**src/rtl/blob_tracker_pkg.sv**
```systemverilog
// Shared types and width helpers for the multi-class blob tracker.
package blob_tracker_pkg;

  typedef enum logic [1:0] {
    DIR_NONE   = 2'b00,
    DIR_LEFT   = 2'b01,
    DIR_RIGHT  = 2'b10,
    DIR_CENTRE = 2'b11
  } dir_t;

  typedef enum logic [1:0] {
    ACCUM = 2'd0,
    MUL   = 2'd1,
    CMP   = 2'd2
  } state_t;

  function automatic int cnt_width(input int h, input int v);
    return $clog2(h * v + 1);
  endfunction

  function automatic int sum_width(input int h, input int v);
    return $clog2(longint'(h) * longint'(v) * longint'(h));
  endfunction

  function automatic int sel_width(input int n);
    return (n > 1) ? $clog2(n) : 1;
  endfunction

endpackage

```
**src/rtl/blob_accumulator.sv**
```systemverilog
// One per-class hit counter and x-position sum, cleared at each frame snapshot.
module blob_accumulator #(
  parameter int CNT_W = 19,
  parameter int SUM_W = 28,
  parameter int X_W   = 10
) (
  input  logic             clk,
  input  logic             rst_n,
  input  logic             clr,
  input  logic             hit,
  input  logic [X_W-1:0]   x,
  output logic [CNT_W-1:0] cnt,
  output logic [SUM_W-1:0] sum
);

  function automatic logic [CNT_W-1:0] sat_inc(input logic [CNT_W-1:0] v);
    return (&v) ? v : v + 1'b1;
  endfunction

  // A hit coinciding with the clear belongs to the new frame.
  always_ff @(posedge clk or negedge rst_n) begin
    if (!rst_n) begin
      cnt <= '0;
      sum <= '0;
    end else if (clr) begin
      cnt <= hit ? CNT_W'(1) : '0;
      sum <= hit ? SUM_W'(x) : '0;
    end else if (hit) begin
      cnt <= sat_inc(cnt);
      sum <= sum + SUM_W'(x);
    end
  end

endmodule

```
**src/rtl/blob_tracker.sv**
```systemverilog
// Multi-class blob tracker: per-class accumulation, frame snapshot, and a
// two-cycle evaluation producing presence (with persistence) and direction.
module blob_tracker
  import blob_tracker_pkg::*;
#(
  parameter int H_ACTIVE    = 640,
  parameter int V_ACTIVE    = 480,
  parameter int N_CLASSES   = 2,
  parameter int MIN_PIXELS  = 200,
  parameter int PERSIST     = 3,
  parameter int LEFT_BOUND  = 213,
  parameter int RIGHT_BOUND = 427,
  localparam int CNT_W      = cnt_width(H_ACTIVE, V_ACTIVE),
  localparam int SEL_W      = sel_width(N_CLASSES)
) (
  input  logic                 clk,
  input  logic                 rst_n,
  input  logic                 pix_valid,
  input  logic                 vsync_n,
  input  logic [N_CLASSES-1:0] class_hit,
  input  logic [SEL_W-1:0]     class_sel,
  input  logic                 fast,
  output logic                 detected,
  output logic [1:0]           direction,
  output logic                 frame_done,
  output logic [CNT_W-1:0]     hit_count
);

  localparam int SUM_W = sum_width(H_ACTIVE, V_ACTIVE);
  localparam int X_W   = $clog2(H_ACTIVE);
  localparam int RUN_W = $clog2(PERSIST + 1);

  logic             pix_valid_q, vsync_q, snap, line_end, primed;
  logic [X_W-1:0]   x_cnt;
  logic [CNT_W-1:0] cnt_a [N_CLASSES];
  logic [SUM_W-1:0] sum_a [N_CLASSES];
  state_t           state, state_nx;

  assign snap     = vsync_q & ~vsync_n;
  assign line_end = pix_valid_q & ~pix_valid;

  always_ff @(posedge clk or negedge rst_n) begin
    if (!rst_n) begin
      pix_valid_q <= 1'b0;
      vsync_q     <= 1'b1;
      x_cnt       <= '0;
    end else begin
      pix_valid_q <= pix_valid;
      vsync_q     <= vsync_n;
      if (snap || line_end) x_cnt <= '0;
      else if (pix_valid)   x_cnt <= x_cnt + 1'b1;
    end
  end

  for (genvar c = 0; c < N_CLASSES; c++) begin : g_acc
    blob_accumulator #(.CNT_W(CNT_W), .SUM_W(SUM_W), .X_W(X_W)) u_acc (
      .clk  (clk),
      .rst_n(rst_n),
      .clr  (snap),
      .hit  (pix_valid & class_hit[c]),
      .x    (x_cnt),
      .cnt  (cnt_a[c]),
      .sum  (sum_a[c])
    );
  end

  always_ff @(posedge clk or negedge rst_n) begin
    if (!rst_n) begin
      state  <= ACCUM;
      primed <= 1'b0;
    end else begin
      state <= state_nx;
      if (snap) primed <= 1'b1;
    end
  end

  // The very first snapshot only primes; a snapshot during MUL/CMP is ignored.
  always_comb begin
    state_nx = state;
    unique case (state)
      ACCUM:   if (snap && primed) state_nx = MUL;
      MUL:     state_nx = CMP;
      CMP:     state_nx = ACCUM;
      default: state_nx = ACCUM;
    endcase
  end

  // Stage p0: frame snapshot of the selected class
  logic [CNT_W-1:0] ev_cnt_p0;
  logic [SUM_W-1:0] ev_sum_p0;

  always_ff @(posedge clk or negedge rst_n) begin
    if (!rst_n) begin
      ev_cnt_p0 <= '0;
      ev_sum_p0 <= '0;
    end else if (state == ACCUM && snap && primed) begin
      ev_cnt_p0 <= cnt_a[class_sel];
      ev_sum_p0 <= sum_a[class_sel];
    end
  end

  // Stage p1: bound products, compared against the sum instead of dividing
  logic [SUM_W-1:0] prod_l_p1, prod_r_p1;

  always_ff @(posedge clk or negedge rst_n) begin
    if (!rst_n) begin
      prod_l_p1 <= '0;
      prod_r_p1 <= '0;
    end else if (state == MUL) begin
      prod_l_p1 <= SUM_W'(ev_cnt_p0) * SUM_W'(LEFT_BOUND);
      prod_r_p1 <= SUM_W'(ev_cnt_p0) * SUM_W'(RIGHT_BOUND);
    end
  end

  // Stage p2: persistence and direction decision
  logic [RUN_W-1:0] run, run_nx, p_eff;
  logic             seen, det_nx;
  dir_t             dir_nx;

  always_comb begin
    p_eff  = fast ? RUN_W'(1) : RUN_W'(PERSIST);
    seen   = ev_cnt_p0 >= CNT_W'(MIN_PIXELS);
    run_nx = '0;
    if (seen) run_nx = (run >= p_eff) ? p_eff : run + 1'b1;
    det_nx = seen && (run_nx == p_eff);
    dir_nx = DIR_NONE;
    if (det_nx) begin
      if (ev_sum_p0 < prod_l_p1)       dir_nx = DIR_LEFT;
      else if (ev_sum_p0 >= prod_r_p1) dir_nx = DIR_RIGHT;
      else                             dir_nx = DIR_CENTRE;
    end
  end

  always_ff @(posedge clk or negedge rst_n) begin
    if (!rst_n) begin
      run        <= '0;
      detected   <= 1'b0;
      direction  <= DIR_NONE;
      frame_done <= 1'b0;
      hit_count  <= '0;
    end else begin
      frame_done <= (state == CMP);
      if (state == CMP) begin
        run       <= run_nx;
        detected  <= det_nx;
        direction <= dir_nx;
        hit_count <= ev_cnt_p0;
      end
    end
  end

endmodule

```
**config.mk**
```make
export PLATFORM = sky130hd
export DESIGN_NAME = blob_tracker
export DESIGN_NICKNAME = d
export VERILOG_FILES = /design/src/rtl/blob_tracker_pkg.sv /design/src/rtl/blob_accumulator.sv /design/src/rtl/blob_tracker.sv
export SDC_FILE = /design/constraint.sdc
export NUM_CORES = 1
export LEC_CHECK = 0
export BUFFER_PORTS_ARGS = -buffer_cell sky130_fd_sc_hd__buf_2
export CAP_MARGIN = 25
export CORE_MARGIN = 4
export CORE_UTILIZATION = 65
export DETAILED_ROUTE_END_ITERATION = 6
export HOLD_SLACK_MARGIN = 0.02
export PLACE_DENSITY = 0.85
export SYNTH_ARGS = -nofsm -noshare
export SYNTH_HDL_FRONTEND = slang
export SYNTH_HIERARCHICAL = 1
export SYNTH_SLANG_ARGS = --single-unit
export TNS_END_PERCENT = 50
```
**constraint.sdc**
```tcl
create_clock -name clk -period 9.85 [get_ports clk]
set_clock_uncertainty 0.15 [all_clocks]
set_input_delay 1.4775 -clock clk [delete_from_list [all_inputs] [get_ports clk]]
set_output_delay 1.4775 -clock clk [all_outputs]
set_load 0.02 [all_outputs]
```
# Yosys cells after proc, flatten, opt, wreduce, memory -nomap -nowiden
# Cells that the tools add are included.
# Widths: inputs -> output; s select.
dict set report classes {
  n_eq_ne 6
  mul 2
  addsub 6
  n_mux 30
  bitwise_logic 7
  magnitude_cmp 5
  n_reduce_logical 13
}
# operator n
set op_table {}
lappend op_table {{$mux 28} 7}
lappend op_table {{$mux 19} 9}
lappend op_table {{$add 28x10->28} 2}
lappend op_table {{$mux 10} 4}
lappend op_table {{$add 19x1->19 const B} 2}
lappend op_table {{$reduce_and 19->1} 2}
lappend op_table {{$ge 28x28->1} 1}
lappend op_table {{$lt 28x27->1} 1}
lappend op_table {{$mul 19x9->28 const B} 1}
lappend op_table {{$mul 19x8->27 const B} 1}
lappend op_table {{$ge 19x8->1 const B} 1}
lappend op_table {{$mux 2} 6}
lappend op_table {{$add 10x1->10 const B} 1}
lappend op_table {{$ne 2x2->1 const B} 3}
lappend op_table {{$reduce_bool 2->1} 3}
lappend op_table {{$and 1x1->1} 4}
lappend op_table {{$logic_and 1x1->1} 4}
lappend op_table {{$pmux 2 s2} 1}
lappend op_table {{$reduce_and 2->1} 2}
lappend op_table {{$mux 1} 3}
lappend op_table {{$add 2x1->2 const B} 1}
lappend op_table {{$eq 2x1->1 const B} 1}
lappend op_table {{$eq 2x2->1} 1}
lappend op_table {{$eq 2x2->1 const B} 1}
lappend op_table {{6 further kinds} 7}
dict set report word_totals {
  register_bits 236
  wordCells 87
  inputBits 8
  output_inout_bits 23
}

# Logic depth before layout (Yosys ltp)
# Gate-level depths: netlist of the first run.
dict set report depth {
  word_depth 7
  ltp_mapped 17
  ltp_nobuf 17
}

# By module
# The synthesis of the first run kept the hierarchy.
# mod n_inst seq_area_each_um2 area_each_um2 cells_per_inst
set modules_own_cells {}
lappend modules_own_cells {blob_tracker 1 3529.6 13160.1 1474}
lappend modules_own_cells {{blob_accumulator at g_acc[0].u_acc} 1 1176.1 2972.9 316}
lappend modules_own_cells {{blob_accumulator at g_acc[1].u_acc} 1 1176.1 2939.1 318}

# Least setup slack after synthesis of the first run
# Ideal clock, no wire load.
dict set report synth_path {
  path_kind {register -> register}
  from {register ev_cnt_p0[10]}
  to {register prod_r_p1[27]}
  slack_ns 5.288
  stages_incl_launch_ff 16
  arrival_time_ns 4.280
  n_path_buf 0
  t_required_ns 9.568
  setup_ns 0.132
  cell_sequence {dfrtp_1 inv_1 ha_1 inv_1 fa_1 inv_1 fa_1 inv_1 fa_1 inv_1 ha_1 a21o_1 a2111oi_0 a31oi_1 o21ai_0 or3b_1}
}
dict set report synth_via {
  elab_chain_cells 1
}
# element line_no
set synth_lines {}
lappend synth_lines {{start: declaration} blob_tracker.sv:89} ;# logic [CNT_W-1:0] ev_cnt_p0;
lappend synth_lines {{start signal: assignment} blob_tracker.sv:97} ;# ev_cnt_p0 <= cnt_a[class_sel];
lappend synth_lines {{$mul 19x9->28} blob_tracker.sv:111} ;# prod_r_p1 <= SUM_W'(ev_cnt_p0) * SUM_W'(RIGHT_BOUND);
lappend synth_lines {{end signal: assignment} blob_tracker.sv:111}
lappend synth_lines {{end: declaration} blob_tracker.sv:103} ;# logic [SUM_W-1:0] prod_l_p1, prod_r_p1;
# No other way between the ends.
# A chain may end at the register's enable or synchronous reset.

# Worst setup path in the final report of the first run
dict set report layout_path {
  from {register ev_cnt_p0[4]}
  to {register prod_r_p1[27]}
}
# The elaborated chain is that of the path after synthesis.

==> impl_metrics.py, run 1 <==
metrics = {
    "drt": {
        "detailedRoute.firstIterationViolations": 1175,
        "total_via_count_after_detailed_routing": 15400,
        "route.detailed.wl_per_inst_um": 18.7,
        "routed_via_density": 6.10,
        "drtAntennaViolNets": 0,
        "dr_pass1_iterations": 7,
        "drt_wl_total_um": 47100,
        "post-route-drc-count": 20,
    },
    "power_and_ir_drop": {
        "pwr-share-clk_pct": 40.9,
        "max_ir_drop_vdd_mv": 0.135,
        "combPwrFrac_pct": 17.4,
        "power_per_cell_area_nw_per_um2": 125,
        "cell_internal_power_mw": 1.82,
        "netSwitchingFraction_pct": 29.0,
        "sequential_power_share_pct": 41.7,
        "report.power.total_mw": 2.56,
        "p_leak_nw": 10.2,
        "net-switching-power_mw": 0.743,
    },
    "floorplanning": {
        "initial_utilization_pct": 66.1,
        "die_w_um": 179,
        "full_die_area_um2": 32100,
        "std_cell_rows": 62,
        "ios": 31,
        "fp.coreArea_um2": 28900,
        "die_h_um": 179,
    },
    "timing": {
        "tns_ns": 0,
        "tightestPinTransition_ns": 1.05,
        "final.hold.worst_slack_ns": 0.323,
        "fin_crit_sh_pct": 51.3,
        "achievable-frequency_mhz": 198,
        "slew-limit-headroom_pct": 29.2,
        "period_needed_ns": 5.05,
        "report.final.slew_viol_count": 0,
        "timing.final.hold_violations": 0,
        "setup-violations-final": 0,
        "unrepaired_setup_endpoints_after_global_routing": "no",
    },
    "synth": {
        "synth_compound_gate_area_share_pct": 15.1,
        "synth.avg_cell_area_um2": 9.05,
        "synth.ff_latch_count": 235,
        "netlist.top_cell.by_area": "sky130_fd_sc_hd__dfrtp_1",
        "synth.area.mux_share_pct": 3.65,
        "synthesis.instances": 2108,
        "ys_dominant_reg_cell": "sky130_fd_sc_hd__dfrtp_1",
        "postSynthNetCount": 2424,
        "post-synth-top-count-cell": "sky130_fd_sc_hd__inv_1",
        "synth_simple_gate_area_share_pct": 14.4,
        "post_synth_fa_ha_maj_area_fraction_pct": 23.8,
        "synth_top_area_share_pct": 30.7,
        "synth_top_cells_by_count": "sky130_fd_sc_hd__inv_1 (317), sky130_fd_sc_hd__dfrtp_1 (234), sky130_fd_sc_hd__ha_1 (217), sky130_fd_sc_hd__nand2_1 (217), sky130_fd_sc_hd__o21ai_0 (169)",
        "synth.cell_area_um2": 19100,
        "synth_warnings": 6,
        "top_cells_by_area_in_the_synthesized_netlist": "sky130_fd_sc_hd__dfrtp_1 (31%), sky130_fd_sc_hd__ha_1 (14%), sky130_fd_sc_hd__fa_1 (9.6%)",
        "synth.distinct_cells": 82,
        "synthArstFlopShare_pct": 100,
        "synth-seq-area-share_pct": 30.8,
        "yosys.area_share.xor_xnor_pct": 4.45,
        "dominant_combinational_cell_family_by_area_after_synthesis": "adder cells",
        "number_of_enable_type_register_cells_in_the_synthesized_netlist": 0,
    },
    "clock_network": {
        "ctsLongestPathBuffers": 3,
        "cts_root_buffer": "sky130_fd_sc_hd__clkbuf_16",
        "post_cts_buffers": 0,
        "numCtsBuffers": 27,
        "clk_pin_slew_ns": 0.06,
        "cts_tree": "done",
        "count_of_hold_buffers_inserted_by_post_cts_repair": 0,
        "ctsHtreeMaxLevel": 1,
        "ctsResizeCount": 0,
        "clock_insertion_delay_worst_skew_ns": 0.55,
        "clock-sinks": 235,
    },
    "hold_path": {
        "hold-path-cell-count": 2,
        "hold_path.class": "flop to flop",
        "worstHoldStart": "hit_count[16]",
    },
    "critical_path": {
        "worst_r2r_startpoint": "ev_cnt_p0[4]",
        "path_class": "flop to flop",
        "worst-path-max-fanout": 7,
        "ff2ff_path_depth": 16,
        "critPathCaptureType": "flop",
        "startpoint_type": "flop",
        "timing.critical_path.arrival_ns": 5.31,
        "launching_instance_or_port_of_the_critical_path": "ev_cnt_p0[4]",
        "required_ns": 10.11,
    },
    "global_routing": {
        "global_route_wire_length_before_repair_um": 77700,
        "grt_max_degree": 85,
        "grt_antenna_before_repair": 2,
        "grt_remaining_overflow": 0,
        "globalRouteTotalUtil_pct": 29.9,
        "first_global_vias": 15300,
    },
    "placement": {
        "hpwl_um": 36200,
        "gp_routability_congestion": 0.986,
        "place.port_buffers": 30,
    },
    "final_layout": {
        "final_layout_size_suffix_gt1_share_pct": 6.31,
        "antennaDiodeCount": 0,
        "layout.filler_cells": 2192,
        "design.final.nets": 2435,
        "areaGrowthSynthToFinish_pct": 7.61,
    },
    "run_status": {
        "failed_checks": "design-rule violations",
        "status": "finished, violations left",
    },
    "flow_run": {
        "max_cap_violations": 0,
    },
}
[sequential cells by signal, indices dropped and copies added (netlist names), 2 cells and up]
register / flops
g_acc.u_acc/sum: 56
hit_count: 19
x_cnt: 10
direction: 2
prod_r_p1: 28
prod_l_p1: 26
ev_cnt_p0: 19
ev_sum_p0: 28
state: 2
run: 2
g_acc.u_acc/cnt: 38
[worst paths after layout]
kind,to,slack [ns]
max,prod_r_p1[27],4.80
min,hit_count[16],0.32
max reg2reg,prod_r_p1[27],4.80
min reg2reg,hit_count[16],0.32
max in group asynchronous,vsync_q,7.74
min in group asynchronous,prod_r_p1[26],0.78
[power groups by stage]
stage                     registers [mW]  logic (mW)  clock network, mW
after floorplan                     1.08       0.302                  0
after global placement              1.08       0.417                  0
after detailed placement            1.08       0.438                  0
after CTS                           1.07       0.444               1.06
after global routing                1.08       0.508               1.11
final                               1.07       0.446               1.05
[critical path, cell delays in order (launching register included)]
cell	delay [ns]
sky130_fd_sc_hd__dfrtp_1	0.48
sky130_fd_sc_hd__inv_1	0.14
sky130_fd_sc_hd__ha_1	0.35
sky130_fd_sc_hd__inv_1	0.08
sky130_fd_sc_hd__fa_1	0.59
sky130_fd_sc_hd__inv_1	0.07
sky130_fd_sc_hd__fa_1	0.53
sky130_fd_sc_hd__inv_1	0.05
sky130_fd_sc_hd__fa_1	0.56
sky130_fd_sc_hd__inv_1	0.05
sky130_fd_sc_hd__ha_1	0.35
sky130_fd_sc_hd__nand2_1	0.14
sky130_fd_sc_hd__nor3_1	0.19
sky130_fd_sc_hd__o21ai_0	0.18
sky130_fd_sc_hd__a31oi_1	0.47
sky130_fd_sc_hd__nor3_1	0.11
sky130_fd_sc_hd__or3b_1	0.41
[logic make-up (layout without fill, tap and decap cells)]
family,after synthesis,after routing
AOI/OAI and AO/OA,446,446
DFF,235,235
muxes,69,69
xor gates and xnor gates,97,97
adders and majority gates,308,308
buffers and inverters,381,413
and+or+nand+nor,572,572
[through the flow]
step	setup WS, ns	util, %	cells	instance area, µm²
after detailed placement	4.84	67.6	2471	19500
after floorplan	5.29	-	2108	19100
after global routing	4.55	71.1	2524	20500
after global placement	4.99	67.6	2471	19500
final	4.80	71.1	2524	20500
after CTS	4.85	70.9	2521	20500
[per-layer routing]
layer | part of all wire, % | GRT usage (%) | vias up
met5 | 0.023 | 0 | -
met4 | 3.1 | 8.63 | 2
met3 | 5.6 | 4.01 | 106
met2 | 48 | 49.3 | 481
met1 | 43 | 41.6 | 7610
li1 | - | - | 7203
[layout by cell type (no fill, tap or decap), types with 11 or more instances in the layout]
cell and instances:
sky130_fd_sc_hd__nor2b_1 12, sky130_fd_sc_hd__a21oi_1 96, sky130_fd_sc_hd__a21o_1 24, sky130_fd_sc_hd__xor2_1 58, sky130_fd_sc_hd__xnor2_1 39, sky130_fd_sc_hd__mux2i_1 65, sky130_fd_sc_hd__and4_1 14, sky130_fd_sc_hd__o211ai_1 28
sky130_fd_sc_hd__inv_1 316, sky130_fd_sc_hd__buf_2 29, sky130_fd_sc_hd__fa_1 91, sky130_fd_sc_hd__ha_1 217, sky130_fd_sc_hd__dfrtp_1 234, sky130_fd_sc_hd__nand2_1 217, sky130_fd_sc_hd__o21ai_0 169, sky130_fd_sc_hd__nor2_1 119
sky130_fd_sc_hd__and3_1 17, sky130_fd_sc_hd__nor3_1 28, sky130_fd_sc_hd__clkbuf_8 11, sky130_fd_sc_hd__nand4_1 41, sky130_fd_sc_hd__or3_1 12, sky130_fd_sc_hd__clkbuf_16 27, sky130_fd_sc_hd__and2_1 17, sky130_fd_sc_hd__nand2b_1 15
sky130_fd_sc_hd__nand3_1 41
[area by class of cell]
type	instances	area [µm²]	area share, %
flip-flops and latches	235	5880	28.7
repair buffers	43	295	1.44
well taps	384	480	2.34
clock buffers	41	838	4.08
multi-input cells	1492	11700	57.1
clock inverters	9	104	0.506
inverters	320	1200	5.85
No activity file was read; power rests on OpenSTA's default activity.
==> run 2, diff against run 1 <==
clock period = 5.1 ns   (was 9.85 ns; I/O delays follow)
==> run 2 against run 1 <==
The flow still finishes with violations (design-rule violations). Critical path depth is the same. Via count increased by 0.45%. Non-clock buffer count is 14 higher. Wire length is 5.4% higher. Clock power is 94% higher. Register-to-register slack worse by 4.5 ns. Global-route usage rose by 1.5 points. Hold slack worse by 0.23 ns. Core utilization rose by 0.49 points. Critical endpoint is now prod_r_p1[20]. Largest power group unchanged.
==> impl_metrics.py, run 2 (same netlist as run 1, synthesis figures left out) <==
metrics = {
    "final_layout": {
        "most-common-layout-cells": "sky130_fd_sc_hd__inv_1 (316), sky130_fd_sc_hd__dfrtp_1 (232), sky130_fd_sc_hd__nand2_1 (217), sky130_fd_sc_hd__ha_1 (217), sky130_fd_sc_hd__o21ai_0 (168)",
        "antennaDiodeCount": 0,
        "layout_top_registers": "g_acc.u_acc/sum: 56 flops, g_acc.u_acc/cnt: 38 flops",
        "top_register": "g_acc.u_acc/sum",
        "finalNonFillerCells": 2538,
        "mostFrequentLayoutCell": "sky130_fd_sc_hd__inv_1",
        "largest_register_ffs": 56,
        "design.final.nets": 2449,
        "areaGrowthSynthToFinish_pct": 8.34,
        "layout.filler_cells": 2179,
        "final_layout_size_suffix_gt1_share_pct": 7.34,
    },
    "clock_network": {
        "cts_root_buffer": "sky130_fd_sc_hd__clkbuf_16",
        "count_of_hold_buffers_inserted_by_post_cts_repair": 0,
        "cts_tree": "done",
        "ctsHtreeMaxLevel": 1,
        "post_cts_buffers": 0,
        "ctsResizeCount": 0,
        "clock-sinks": 235,
        "ctsLongestPathBuffers": 3,
        "numCtsBuffers": 27,
        "clk_pin_slew_ns": 0.06,
        "clock_insertion_delay_worst_skew_ns": 0.55,
    },
    "timing": {
        "fin_crit_sh_pct": 94.7,
        "worst_slack_ns": 0.270,
        "tightestPinTransition_ns": 1.00,
        "unrepaired_setup_endpoints_after_global_routing": "no",
        "slew-limit-headroom_pct": 32.4,
        "period_needed_ns": 4.83,
        "timing.final.hold_violations": 0,
        "achievable-frequency_mhz": 207,
        "tns_ns": 0,
        "report.final.slew_viol_count": 0,
        "setup-violations-final": 0,
    },
    "global_routing": {
        "grt_antenna_before_repair": 1,
        "grt_max_degree": 98,
        "grt_remaining_overflow": 0,
        "first_global_vias": 15200,
        "global_route_wire_length_before_repair_um": 80300,
        "globalRouteTotalUtil_pct": 31.4,
    },
    "drt": {
        "detailedRoute.firstIterationViolations": 1265,
        "routed_via_density": 6.10,
        "drt_wl_total_um": 49700,
        "route.detailed.wl_per_inst_um": 19.6,
        "total_via_count_after_detailed_routing": 15500,
        "dr_pass1_iterations": 7,
        "drtAntennaViolNets": 0,
        "post-route-drc-count": 1,
    },
    "critical_path": {
        "timing.critical_path.arrival_ns": 5.13,
        "ff2ff_path_depth": 16,
        "path_class": "flop to flop",
        "critPathCaptureType": "flop",
        "worst-path-max-fanout": 7,
        "startpoint_type": "flop",
        "required_ns": 5.40,
    },
    "floorplanning": {
        "full_die_area_um2": 32100,
        "std_cell_rows": 62,
        "die_h_um": 179,
        "fp.coreArea_um2": 28900,
        "initial_utilization_pct": 66.1,
        "ios": 31,
        "die_w_um": 179,
    },
    "run_status": {
        "status": "finished, violations left",
        "failed_checks": "design-rule violations",
    },
    "placement": {
        "gp_routability_congestion": 1.01,
        "post-place-ws_ns": 0.148,
        "numPlacedInstances": 2486,
        "place.port_buffers": 30,
        "hpwl_um": 37900,
    },
    "power_and_ir_drop": {
        "p_leak_nw": 10.3,
        "power_per_cell_area_nw_per_um2": 241,
        "max_ir_drop_vdd_mv": 0.293,
    },
    "hold_path": {
        "hold_path.class": "primary input to asynchronous set/reset pin",
    },
    "flow_run": {
        "max_cap_violations": 0,
    },
}
run 2: changes by cell type in the layout (fill, tap and decap cells not counted), sizes merged:
cell	previous run	this run
buf	42	56
bufinv	2	3
clkbuf	42	37
clkinv	7	9
clkinvlp	2	4
run 2: routing by layer:
layer	vias to the layer above	track usage [%]	part of all wire [%]	wire, µm
met1	7573	43.9	43	21200
met2	541	50.8	47	23400
met5	-	0	0.026	13
met4	2	9.68	3.8	1890
li1	7228	-	-	-
met3	127	4.72	6.4	3160
run 2: final timing paths:
path,startpoint,to,slack [ns]
worst min register to register,hit_count[7],hit_count[7],0.32
worst min-delay path,rst_n,ev_sum_p0[21],0.09
min in group clk,vsync_n,vsync_q,0.18
worst max register to register,ev_cnt_p0[3],prod_r_p1[20],0.27
worst max-delay path,ev_cnt_p0[3],prod_r_p1[20],0.27
max in group asynchronous,rst_n,ev_cnt_p0[9],3.55
run 2: area by class of cell:
class	instances	area (µm²)	share of cell area (%)
clock inverters	14	159	0.769
repair buffers	57	393	1.90
flip-flops and latches	235	5880	28.5
inverters	320	1200	5.81
multi-input cells	1492	11800	56.9
well taps	384	480	2.33
clock buffers	36	779	3.77
run 2: through the flow:
step / hold WS [ns] / power (mW) / area (µm²) / util (%)
floorplan: 0.284 / 2.66 / 19100 / -
global placement: 0.307 / 2.90 / 19600 / 68.1
detailed placement: 0.308 / 2.95 / 19600 / 68.1
CTS: 0.124 / 5.00 / 20600 / 71.3
global route: 0.150 / 5.22 / 20700 / 71.6
finish: 0.0886 / 4.99 / 20700 / 71.6
run 2: power breakdown:
group          leakage (nW)  internal [mW]  total, mW  switching [mW]
logic                  6.60          0.315      0.883           0.568
clock network         0.456           1.22       2.04           0.818
registers              3.23           1.98       2.06          0.0837
run 2: worst max-delay path, stage by stage (launching register included):
cell and delay, ns:
sky130_fd_sc_hd__dfrtp_1 0.50, sky130_fd_sc_hd__inv_1 0.11, sky130_fd_sc_hd__ha_1 0.33, sky130_fd_sc_hd__inv_1 0.06, sky130_fd_sc_hd__fa_1 0.58, sky130_fd_sc_hd__inv_1 0.08, sky130_fd_sc_hd__fa_1 0.55, sky130_fd_sc_hd__inv_1 0.06
sky130_fd_sc_hd__fa_1 0.53, sky130_fd_sc_hd__inv_1 0.04, sky130_fd_sc_hd__ha_1 0.36, sky130_fd_sc_hd__a21oi_2 0.23, sky130_fd_sc_hd__o21ai_0 0.17, sky130_fd_sc_hd__a221oi_4 0.35, sky130_fd_sc_hd__nand3_1 0.15, sky130_fd_sc_hd__and3_1 0.22
sky130_fd_sc_hd__o31ai_1 0.23
==> run 3, diff against run 2 <==
REMOVE_ABC_BUFFERS = 1   (was unset)
==> run 3 against run 2 <==
The run now ends clean. Global-route usage is 0.15 points lower. Critical endpoint is now prod_l_p1[22]. Die area unchanged. Highest routed layer is now met4. Largest power group unchanged. Count of clock-buffer cells in the layout up 2. Core utilization down 0.37 points. Setup slack got worse by 0.029 ns. Hold slack improved by 0.066 ns. Cell area down 0.52%.
==> impl_metrics.py, run 3 (same netlist as run 1, synthesis figures left out) <==
metrics = {
    "run_status": {
        "status": "completed",
    },
    "final_layout": {
        "areaGrowthSynthToFinish_pct": 7.78,
        "layout.filler_cells": 2185,
        "mostFrequentLayoutCell": "sky130_fd_sc_hd__inv_1",
        "largest_register_ffs": 56,
        "most-common-layout-cells": "sky130_fd_sc_hd__inv_1 (316), sky130_fd_sc_hd__dfrtp_1 (231), sky130_fd_sc_hd__nand2_1 (217), sky130_fd_sc_hd__ha_1 (217), sky130_fd_sc_hd__o21ai_0 (169)",
        "top_register": "g_acc.u_acc/sum",
        "final_layout_size_suffix_gt1_share_pct": 6.84,
        "layout_top_registers": "g_acc.u_acc/sum: 56 flops, g_acc.u_acc/cnt: 38 flops",
        "antennaDiodeCount": 0,
        "multi_input_area_um2": 11800,
        "seqCellArea_um2": 5890,
        "design.final.nets": 2445,
    },
    "global_routing": {
        "first_global_vias": 15400,
        "grt_remaining_overflow": 0,
        "grt_max_degree": 140,
        "globalRouteTotalUtil_pct": 31.2,
        "grt_antenna_before_repair": 2,
        "global_route_wire_length_before_repair_um": 79600,
    },
    "timing": {
        "period_needed_ns": 4.86,
        "report.final.slew_viol_count": 0,
        "slew-limit-headroom_pct": 29.0,
        "worst_slack_ns": 0.242,
        "tightestPinTransition_ns": 1.05,
        "timing.final.hold_violations": 0,
        "setup-violations-final": 0,
        "unrepaired_setup_endpoints_after_global_routing": "no",
        "achievable-frequency_mhz": 206,
        "fin_crit_sh_pct": 95.3,
        "tns_ns": 0,
    },
    "drt": {
        "routed_via_density": 6.03,
        "detailedRoute.firstIterationViolations": 1187,
        "drt_wl_total_um": 48800,
        "post-route-drc-count": 0,
        "drtAntennaViolNets": 0,
        "highest-signal-layer": "met4",
        "met3RoutedLength_um": 2780,
        "route.detailed.wl_per_inst_um": 19.3,
        "total_via_count_after_detailed_routing": 15300,
        "met2_length_um": 23600,
        "met1Wirelength_um": 20600,
        "dr_pass1_iterations": 5,
    },
    "clock_network": {
        "clk_pin_slew_ns": 0.06,
        "clock-sinks": 235,
        "numCtsBuffers": 27,
        "cts_root_buffer": "sky130_fd_sc_hd__clkbuf_16",
        "ctsLongestPathBuffers": 3,
        "clock_insertion_delay_worst_skew_ns": 0.57,
        "cts_tree": "done",
        "ctsHtreeMaxLevel": 1,
        "count_of_hold_buffers_inserted_by_post_cts_repair": 0,
    },
    "critical_path": {
        "critical_path.reg2reg.endpoint": "prod_l_p1[22]",
        "ff2ff_path_depth": 13,
        "path_class": "flop to flop",
        "cpMaxStageDelayCell": "sky130_fd_sc_hd__fa_1",
        "worst_r2r_startpoint": "ev_cnt_p0[6]",
        "worst-path-max-fanout": 9,
        "timing.critical_path.arrival_ns": 5.13,
        "timing.critical_path.mode_cell": "sky130_fd_sc_hd__fa_1",
        "startpoint_type": "flop",
        "worst-r2r-setup-slack_ns": 0.24,
        "worstPathCellList": "ha_1, fa_1, inv_1, fa_1, fa_1, inv_1, ha_1, a21oi_1, o21ai_0, a2111o_1, o21ai_1, xor2_1, o21ai_0",
        "required_ns": 5.37,
        "critPathCaptureType": "flop",
        "slowest_delay_ns": 0.62,
    },
    "power_and_ir_drop": {
        "p_leak_nw": 10.2,
        "report.power.total_mw": 4.91,
        "max_ir_drop_vdd_mv": 0.235,
        "power_per_cell_area_nw_per_um2": 239,
    },
    "floorplanning": {
        "std_cell_rows": 62,
        "full_die_area_um2": 32100,
        "fp.coreArea_um2": 28900,
        "initial_utilization_pct": 66.1,
        "die_w_um": 179,
        "die_h_um": 179,
        "ios": 31,
    },
    "hold_path": {
        "worstHoldStart": "vsync_n",
        "hold_path.class": "primary input to flop",
        "timing.hold.worst_endpoint": "vsync_q",
        "hold-path-cell-count": 1,
    },
    "placement": {
        "post-place-ws_ns": 0.193,
        "place.port_buffers": 30,
        "hpwl_um": 37700,
        "gp_routability_congestion": 0.997,
    },
    "flow_run": {
        "max_cap_violations": 0,
    },
}
## run 3: changes by cell type in the layout (fill, tap and decap cells not counted), moves of 2 or more
| cell | change |
|---|---|
| sky130_fd_sc_hd__clkinvlp_4 | -2 |
| sky130_fd_sc_hd__clkbuf_1 | +4 |
| sky130_fd_sc_hd__clkinv_2 | -2 |
| sky130_fd_sc_hd__clkbuf_8 | -2 |
| sky130_fd_sc_hd__buf_4 | -3 |
## run 3: power breakdown
group          internal [mW]  switching (mW)  leakage (nW)  total (mW)
clock network           1.15           0.834         0.434        1.99
logic                  0.312           0.555          6.58       0.866
registers               1.98          0.0817          3.23        2.06
total                   3.44            1.47          10.2        4.91
## run 3: timing repair
| item | 4_1_cts | 5_1_grt |
|---|---|---|
| resized for setup | 0 | 9 |
| setup endpoints to repair | 0 | 5 |
| setup buffers | 0 | 1 |
## run 3: how the worst max path moves through the flow
stage                             start       endpoint  slack (ns)  cells after the start
after global placement    ev_cnt_p0[12]  prod_r_p1[27]        0.19                     14
final                      ev_cnt_p0[6]  prod_l_p1[22]        0.24                     13
after detailed placement  ev_cnt_p0[12]  prod_r_p1[27]        0.19                     14
after CTS                  ev_cnt_p0[8]  prod_r_p1[24]        0.12                     16
after global routing       ev_cnt_p0[4]  prod_r_p1[24]        0.01                     17
after floorplan                 vsync_n   ev_cnt_p0[0]       0.001                      5
## run 3: metrics by stage
step | cell area (µm²) | hold WS [ns] | util, % | cells
floorplan | 18800 | 0.284 | - | 2047
global placement | 19600 | 0.307 | 68.0 | 2482
detailed placement | 19600 | 0.312 | 68.0 | 2482
CTS | 20500 | 0.143 | 71.1 | 2530
global route | 20600 | 0.142 | 71.2 | 2532
finish | 20600 | 0.154 | 71.2 | 2532
## run 3: metal layers
layer / vias up / GRT usage [%]
met1: 7488 / 42.2
met2: 476 / 52.3
li1: 7201 / -
met4: 0 / 11.0
met5: - / 0
met3: 105 / 3.71
## run 3: worst max-delay path, delay by kind of cell (launching register included)
kind            cells  cell delay, ns
flops               1            0.52
compound gates      5            1.21
xor+xnor            1            0.17
fa+ha+maj           5            2.54
buf+inv             2            0.13
## run 3: cell type report
| type | count | share of cell area (%) |
|---|---|---|
| Clock buffer | 38 | 3.73 |
| Sequential cell | 235 | 28.6 |
| Tap cell | 384 | 2.34 |
| Timing Repair Buffer | 53 | 1.67 |
| Clock inverter | 10 | 0.603 |
| Inverter | 320 | 5.84 |
| Multi-Input combinational cell | 1492 | 57.2 |
